[src/rtl/adc_mon_pkg.sv]
// ============================================================================
//  adc_mon_pkg : shared types and constants for the ADC sample monitor
//  Revision    : 1.0
// ============================================================================
`default_nettype none

package adc_mon_pkg;

    localparam int ADC_W = 12;

    typedef enum logic [1:0] {
        ST_FILL    = 2'd0,
        ST_MONITOR = 2'd1,
        ST_SUSPECT = 2'd2,
        ST_FAULT   = 2'd3
    } mon_state_t;

    localparam logic [1:0] FC_NONE  = 2'b00;
    localparam logic [1:0] FC_UNDER = 2'b01;
    localparam logic [1:0] FC_OVER  = 2'b10;

endpackage

`default_nettype wire

[src/rtl/adc_sample_monitor_if.sv]
// ============================================================================
//  adc_sample_monitor_if : sample input, thresholds and monitor results
//  Revision              : 1.0
// ============================================================================
`default_nettype none

interface adc_sample_monitor_if;
    import adc_mon_pkg::*;

    logic [ADC_W-1:0] sample_in;
    logic             sample_valid;
    logic [ADC_W-1:0] lo_thresh;
    logic [ADC_W-1:0] hi_thresh;
    logic             clear_fault;
    logic [ADC_W-1:0] avg_out;
    logic             avg_valid;
    logic             fault;
    logic [1:0]       fault_code;
    logic [15:0]      sample_cnt;

    modport master (
        output sample_in, sample_valid, lo_thresh, hi_thresh, clear_fault,
        input  avg_out, avg_valid, fault, fault_code, sample_cnt
    );

    modport slave (
        input  sample_in, sample_valid, lo_thresh, hi_thresh, clear_fault,
        output avg_out, avg_valid, fault, fault_code, sample_cnt
    );

endinterface

`default_nettype wire

[src/rtl/adc_window_avg.sv]
// ============================================================================
//  adc_window_avg : circular sample window with running sum and average
//  Revision       : 1.0
// ============================================================================
`default_nettype none

module adc_window_avg
    import adc_mon_pkg::*;
#(
    parameter int WIN_LOG2 = 3
) (
    input  logic             clk,
    input  logic             rst,
    input  logic [ADC_W-1:0] sample_in,
    input  logic             sample_valid,
    output logic [ADC_W-1:0] avg_out,
    output logic             avg_valid,
    output logic             becomes_full
);

    localparam int DEPTH  = 1 << WIN_LOG2;
    localparam int SUM_W  = ADC_W + WIN_LOG2;
    localparam int FILL_W = WIN_LOG2 + 1;

    logic [ADC_W-1:0]    r_buf [DEPTH];
    logic [WIN_LOG2-1:0] r_ptr;
    logic [FILL_W-1:0]   r_fill;
    logic [SUM_W-1:0]    r_sum;
    logic [ADC_W-1:0]    r_avg;
    logic                r_avg_valid;

    logic                w_full;
    logic [ADC_W-1:0]    w_old;
    logic [SUM_W-1:0]    w_sum_next;

    assign w_full = (r_fill == FILL_W'(DEPTH));
    // Buffer is never cleared, so stale entries must not be subtracted while refilling.
    assign w_old        = w_full ? r_buf[r_ptr] : '0;
    assign w_sum_next   = r_sum + SUM_W'(sample_in) - SUM_W'(w_old);
    assign becomes_full = sample_valid && !w_full && (r_fill == FILL_W'(DEPTH - 1));

    always_ff @(posedge clk) begin
        if (sample_valid) begin
            r_buf[r_ptr] <= sample_in;
        end
    end

    always_ff @(posedge clk) begin
        if (rst) begin
            r_ptr       <= '0;
            r_fill      <= '0;
            r_sum       <= '0;
            r_avg       <= '0;
            r_avg_valid <= 1'b0;
        end else begin
            r_avg_valid <= 1'b0;
            if (sample_valid) begin
                r_ptr <= r_ptr + 1'b1;
                r_sum <= w_sum_next;
                if (!w_full) begin
                    r_fill <= r_fill + 1'b1;
                end
                if (w_full || becomes_full) begin
                    r_avg       <= w_sum_next[SUM_W-1:WIN_LOG2];
                    r_avg_valid <= 1'b1;
                end
            end
        end
    end

    assign avg_out   = r_avg;
    assign avg_valid = r_avg_valid;

endmodule

`default_nettype wire

[src/rtl/adc_sample_monitor.sv]
// ============================================================================
//  adc_sample_monitor : windowed ADC average with range-fault detection
//  Revision           : 1.0
// ============================================================================
`default_nettype none

module adc_sample_monitor
    import adc_mon_pkg::*;
#(
    parameter int WIN_LOG2 = 3,
    parameter int FAIL_CNT = 4
) (
    input  logic                 clk,
    input  logic                 rst,
    adc_sample_monitor_if.slave  mon
);

    localparam int CNT_W = $clog2(FAIL_CNT + 1);

    logic [ADC_W-1:0] w_avg;
    logic             w_avg_valid;
    logic             w_becomes_full;

    mon_state_t       r_state, w_state_next;
    logic [CNT_W-1:0] r_run_cnt, w_run_cnt_next, w_run_inc;
    logic             r_fault, w_fault_next;
    logic [1:0]       r_fault_code, w_fault_code_next;
    logic [15:0]      r_sample_cnt;

    logic             w_under, w_over, w_oor;
    logic [1:0]       w_class;

    adc_window_avg #(
        .WIN_LOG2 (WIN_LOG2)
    ) u_window (
        .clk          (clk),
        .rst          (rst),
        .sample_in    (mon.sample_in),
        .sample_valid (mon.sample_valid),
        .avg_out      (w_avg),
        .avg_valid    (w_avg_valid),
        .becomes_full (w_becomes_full)
    );

    // Under is tested first, so inverted thresholds classify everything as out of range.
    assign w_under   = (w_avg < mon.lo_thresh);
    assign w_over    = !w_under && (w_avg > mon.hi_thresh);
    assign w_oor     = w_under || w_over;
    assign w_class   = w_under ? FC_UNDER : FC_OVER;
    assign w_run_inc = r_run_cnt + 1'b1;

    always_ff @(posedge clk) begin
        if (rst) begin
            r_state      <= ST_FILL;
            r_run_cnt    <= '0;
            r_fault      <= 1'b0;
            r_fault_code <= FC_NONE;
        end else begin
            r_state      <= w_state_next;
            r_run_cnt    <= w_run_cnt_next;
            r_fault      <= w_fault_next;
            r_fault_code <= w_fault_code_next;
        end
    end

    always_comb begin
        w_state_next      = r_state;
        w_run_cnt_next    = r_run_cnt;
        w_fault_next      = r_fault;
        w_fault_code_next = r_fault_code;
        case (r_state)
            ST_FILL: begin
                if (w_becomes_full) begin
                    w_state_next = ST_MONITOR;
                end
            end
            ST_MONITOR, ST_SUSPECT: begin
                if (w_avg_valid) begin
                    if (w_oor) begin
                        w_run_cnt_next = w_run_inc;
                        if (w_run_inc >= CNT_W'(FAIL_CNT)) begin
                            w_state_next      = ST_FAULT;
                            w_fault_next      = 1'b1;
                            w_fault_code_next = w_class;
                        end else begin
                            w_state_next = ST_SUSPECT;
                        end
                    end else begin
                        w_state_next   = ST_MONITOR;
                        w_run_cnt_next = '0;
                    end
                end
            end
            ST_FAULT: begin
                if (mon.clear_fault) begin
                    w_state_next      = ST_MONITOR;
                    w_run_cnt_next    = '0;
                    w_fault_next      = 1'b0;
                    w_fault_code_next = FC_NONE;
                end
            end
            default: begin
                w_state_next = ST_FILL;
            end
        endcase
    end

    always_ff @(posedge clk) begin
        if (rst) begin
            r_sample_cnt <= '0;
        end else if (mon.sample_valid && (r_sample_cnt != 16'hFFFF)) begin
            r_sample_cnt <= r_sample_cnt + 16'd1;
        end
    end

    assign mon.avg_out    = w_avg;
    assign mon.avg_valid  = w_avg_valid;
    assign mon.fault      = r_fault;
    assign mon.fault_code = r_fault_code;
    assign mon.sample_cnt = r_sample_cnt;

endmodule

`default_nettype wire

[src/flat_wrapper.sv]
// flat-port wrapper written by rule: the top's interface ports become plain ports
module adc_sample_monitor_flat import adc_mon_pkg::*;
#(
    parameter int WIN_LOG2 = 3,
    parameter int FAIL_CNT = 4
)
  (clk, rst, mon_sample_in, mon_sample_valid, mon_lo_thresh, mon_hi_thresh, mon_clear_fault, mon_avg_out, mon_avg_valid, mon_fault, mon_fault_code, mon_sample_cnt);
  adc_sample_monitor_if mon_i ();
  input  logic clk;
  input  logic rst;
  input wire logic [$bits(mon_i.sample_in)-1:0] mon_sample_in;
  input wire logic [$bits(mon_i.sample_valid)-1:0] mon_sample_valid;
  input wire logic [$bits(mon_i.lo_thresh)-1:0] mon_lo_thresh;
  input wire logic [$bits(mon_i.hi_thresh)-1:0] mon_hi_thresh;
  input wire logic [$bits(mon_i.clear_fault)-1:0] mon_clear_fault;
  output wire logic [$bits(mon_i.avg_out)-1:0] mon_avg_out;
  output wire logic [$bits(mon_i.avg_valid)-1:0] mon_avg_valid;
  output wire logic [$bits(mon_i.fault)-1:0] mon_fault;
  output wire logic [$bits(mon_i.fault_code)-1:0] mon_fault_code;
  output wire logic [$bits(mon_i.sample_cnt)-1:0] mon_sample_cnt;
  assign mon_i.sample_in = mon_sample_in;
  assign mon_i.sample_valid = mon_sample_valid;
  assign mon_i.lo_thresh = mon_lo_thresh;
  assign mon_i.hi_thresh = mon_hi_thresh;
  assign mon_i.clear_fault = mon_clear_fault;
  assign mon_avg_out = mon_i.avg_out;
  assign mon_avg_valid = mon_i.avg_valid;
  assign mon_fault = mon_i.fault;
  assign mon_fault_code = mon_i.fault_code;
  assign mon_sample_cnt = mon_i.sample_cnt;
  adc_sample_monitor #(.WIN_LOG2(WIN_LOG2), .FAIL_CNT(FAIL_CNT)) u_core (.clk(clk), .rst(rst), .mon(mon_i));
endmodule
[config.mk]
export PLATFORM = sky130hd
export DESIGN_NAME = adc_sample_monitor_flat
export DESIGN_NICKNAME = d
export VERILOG_FILES = /design/src/rtl/adc_mon_pkg.sv /design/src/rtl/adc_sample_monitor_if.sv /design/src/rtl/adc_window_avg.sv /design/src/rtl/adc_sample_monitor.sv /design/src/flat_wrapper.sv
export SDC_FILE = /design/constraint.sdc
export NUM_CORES = 1
export LEC_CHECK = 0
export ABC_AREA = 1
export ABC_CLOCK_PERIOD_IN_PS = 4300
export CORE_ASPECT_RATIO = 0.7
export CORE_MARGIN = 8
export CORE_UTILIZATION = 45
export CTS_BUF_LIST = sky130_fd_sc_hd__clkbuf_8
export DETAILED_ROUTE_END_ITERATION = 8
export PLACE_DENSITY = 0.66
export SLEW_MARGIN = 20
export SYNTH_ARGS = -nofsm -noshare
export SYNTH_HDL_FRONTEND = slang
export SYNTH_SLANG_ARGS = --single-unit
export TNS_END_PERCENT = 5
[constraint.sdc]
create_clock -name clk -period 4.3 [get_ports clk]
set_clock_uncertainty 0.2 [all_clocks]
set_input_delay 0.86 -clock clk [delete_from_list [all_inputs] [get_ports clk]]
set_output_delay 0.86 -clock clk [all_outputs]
set_load 0.005 [all_outputs]
==> key figures <==
Final layout
  • FILL cells: 1634
  • # diodes: 0
  • Share of cells above drive strength 1: 0.0615
  • Most frequent standard cell in the layout excluding fill and tap cells: inv_1
  • Most frequent cells in the layout: inv_1 (153), nand2_1 (120), nor2_1 (113), edfxtp_1 (96), o21ai_0 (88)
  • Finished Layout Cells: 1244
  • Nets: 1093
  • Final Core Density: 0.533
  • Area grow syn2layout: 17.0%

Setup path
  • Worst path required time: 4.44 ns
  • Reg2Reg Depth: 17
  • Worst Path Buf+Inv: 3
  • Critical path class: reg -> reg
  • CP Launch Type: flip-flop
  • Critical-path top delay cell: nor2_2
  • Crit-path most repeated cell: nand2_1
  • Crit path cell chain: inv_1 > ha_1 > nand2_1 > nor2_2 > o21ai_0 > a31oi_1 > fa_1 > inv_1 > ha_1 > nand2_1 > nand2_1 > a31oi_1 > nand3_1 > nand2_1 > nand3_1 > o211ai_1 > inv_1
  • Worst r2r src: u_core.u_window.r_fill[1]$_SDFFE_PP0P_
  • R2R Setup Slk: 0.44 ns
  • Critical path data arrival time: 4.00 ns
  • Largest delay share family, worst path: simple AND/OR/NAND/NOR gates
  • CP peak stage delay: 0.51 ns
  • CP Max Fanout: 14
  • Crit. End Element: flip-flop
  • Reg-to-Reg End: u_core.u_window.r_sum[9]$_SDFFE_PP0P_

Synthesis
  • Main combinational cell family by area after synthesis: simple AND/OR/NAND/NOR gates
  • Mux contribution to synthesized area: 0
  • Fraction of registers with async set/reset: 0
  • Synth unique cells: 39
  • Ys Warns: 0
  • Sequential element share of the synthesized area: 0.507
  • Dominant synthesized flop cell: edfxtp_1
  • Synth Instances: 916
  • Avg Cell Area, Syn: 8.88 um2
  • Post-synth EDFFs: 96
  • Post-synthesis adder-cell area fraction: 0.0988
  • XOR/XNOR Fraction of Synth Area: 0.0162
  • Syn Std Cell Area: 8130 um2
  • Synth Register Bits: 158
  • Simple-gate share of the synthesized area: 0.157
  • Synth Area in Compound Gates: 0.133
  • Post-Syn Nets: 1013

Timing
  • Final-report setup violation count: 0
  • F_max: 259 MHz
  • WHS: 0.263 ns
  • Fin Setup TNS: 0 ns
  • Crit share post-route: 0.898
  • Crit path time final: 3.86 ns
  • Slew Limit Headroom: 0.425
  • RSZ-0062 raised after global routing: no
  • Worst-Margin Slew: 0.858 ns
  • Pins over their slew limit: 0
  • Hold Vio Cnt, Final: 0

Status
  • Outcome: finished clean

Die
  • Core area: 17900 um2
  • Die Height: 128 um
  • Initial Util: 0.456
  • Ports: 72
  • Std-Cell Rows: 41
  • Die span in x: 177 um
  • Die area: 22700 um2

Pwr
  • Seq pwr share: 0.478
  • Clock network fraction of design power: 0.295
  • Psw: 1.09 mW
  • Power Density: 371 nW/um2
  • Sw frac: 0.308
  • Peak supply drop: 0.173 mV
  • Leak: 3.93 nW
  • Cell Int Power: 2.45 mW
  • Gate power share: 0.227

Global routing
  • Global-route wire length before repair: 31100 um
  • GRT Overall Usage: 0.174
  • Initial antenna violation count: 0
  • Vias in the first global route: 6015
  • Met2 usage: 0.249
  • Most Crowded Layer GR: met1
  • Met1 usage: 0.253
  • Met3 usage: 0.0518
  • Largest net degree at the start of global routing: 33
  • Overflow after GRT: 0

Route
  • Vias per cell: 5.06
  • DR vias: 6292
  • Drt pass-1 iters: 7
  • Routed len/inst: 15.5 um
  • DRC viols: 0
  • Detailed Route WL: 19300 um
  • Post-DRT Antenna Nets: 0
  • Initial DRC Count: 554

Clock tree
  • Cts bufs inserted: 17
  • Clock sink count: 158
  • H-tree depth: 4
  • Root Buffer Master: clkbuf_8
  • CTS Hold Bufs: 0
  • Post-CTS Setup Repair Bufs: 0
  • CTS resizes: 0
  • CTS tree: built
  • Clk Latency, worst-skew pair: 0.46 ns
  • Clk pin slew, worst setup/hold paths: 0.08 ns
  • Clk buf depth: 2

Min path
  • Hold path depth: 2
  • Hold path start: u_core.mon.fault_code[1]$_SDFFE_PP0P_
  • WHS Endpoint: u_core.mon.fault_code[1]$_SDFFE_PP0P_
  • Type of the worst min-delay path: reg -> reg

Place
  • # placed instances: 1213
  • Final weighted congestion in routability-driven placement: 0.878
  • DP Wirelength: 13600 um
  • Port Buf Inserts: 71

Flow run
  • Max_cap viols: 0
==> flip-flops by register name (all words and copies together), names as in the netlist, named ones only <==
signal,cells
u_core.u_window.r_buf,96
u_core.mon.sample_cnt,16
u_core.u_window.r_sum,15
u_core.u_window.avg_out,12
u_core.u_window.r_fill,4
u_core.r_run_cnt,3
u_core.u_window.r_ptr,3
u_core.mon.fault_code,2
u_core.r_state,2
u_core.mon.fault,1
u_core.u_window.avg_valid,1
==> metal layers <==
metal  wire, um  vias to the layer above  share of wire
li1           -                     3199              -
met1       9800                     2896           0.51
met2       7960                      181           0.41
met3       1370                       16          0.071
met4        208                        0          0.011
met5          0                        -              0
==> worst max path at each step <==
stage | from | end | slack (ns) | cells past startpoint
after floorplan | flip-flop | u_core.u_window.avg_out[3]$_SDFFE_PP0P_ | 1.05 | 15
after global placement | mon_sample_in[5] | u_core.u_window.avg_out[7]$_SDFFE_PP0P_ | 0.33 | 15
after detailed placement | mon_sample_in[4] | u_core.u_window.avg_out[8]$_SDFFE_PP0P_ | 0.34 | 14
after CTS | flip-flop | u_core.u_window.avg_out[7]$_SDFFE_PP0P_ | 0.46 | 18
after global routing | flip-flop | u_core.u_window.r_sum[10]$_SDFFE_PP0P_ | 0.006 | 18
final | u_core.u_window.r_fill[1]$_SDFFE_PP0P_ | u_core.u_window.r_sum[9]$_SDFFE_PP0P_ | 0.44 | 17
==> worst register-to-register path: cells and delay by family, from the launching register on <==
kind / cells / cell delay, ns
compound gates: 4 / 0.93
flops: 1 / 0.33
fa+ha+maj: 3 / 0.92
buf+inv: 3 / 0.21
simple gates: 7 / 1.15
==> cell families (layout without fill, tap and decap cells) <==
group,count (synthesis),count (layout)
xor gates and xnor gates,15,15
DFF,158,158
AOI/OAI and AO/OA,197,197
buffers and inverters,185,277
adders and majority gates,57,57
and+or+nand+nor,304,304
==> through the flow <==
step | area, um2 | total power, mW | worst slack, ns
finish | 9520 | 3.54 | 0.439
global route | 9520 | 3.74 | 0.00646
CTS | 9520 | 3.55 | 0.461
detailed placement | 9160 | 2.51 | 0.343
global placement | 9160 | 2.50 | 0.334
floorplan | 8130 | 2.28 | 1.05
==> area by class of cell <==
cell class | count | area, um2 | area share
inverters | 155 | 584 | 0.0614
clock inverters | 14 | 129 | 0.0135
well taps | 236 | 295 | 0.0310
repair buffers | 91 | 861 | 0.0904
flip-flops and latches | 158 | 4120 | 0.433
clock buffers | 17 | 234 | 0.0246
multi-input cells | 573 | 3290 | 0.346
==> power by group through the flow <==
stage                     combinational, mW  clock (mW)  sequential [mW]
after global routing                  0.921        1.12             1.70
after floorplan                       0.559           0             1.72
after CTS                             0.794        1.06             1.69
final                                 0.801        1.04             1.69
after global placement                0.778           0             1.72
after detailed placement              0.789           0             1.72
==> cell usage after synthesis, drive strengths merged (12+ instances only) <==
| cell | count | area [um2] |
|---|---|---|
| a21oi | 64 | 343 |
| a31oi | 14 | 87.6 |
| clkbuf | 23 | 86.3 |
| dfxtp | 62 | 1240 |
| edfxtp | 96 | 2880 |
| fa | 12 | 240 |
| ha | 45 | 563 |
| inv | 153 | 577 |
| nand2 | 124 | 475 |
| nand3 | 37 | 190 |
| nor2 | 115 | 442 |
| o21ai | 89 | 445 |
| o22ai | 13 | 81.3 |
| xor2 | 12 | 105 |
(Power assumes the default switching activity.)
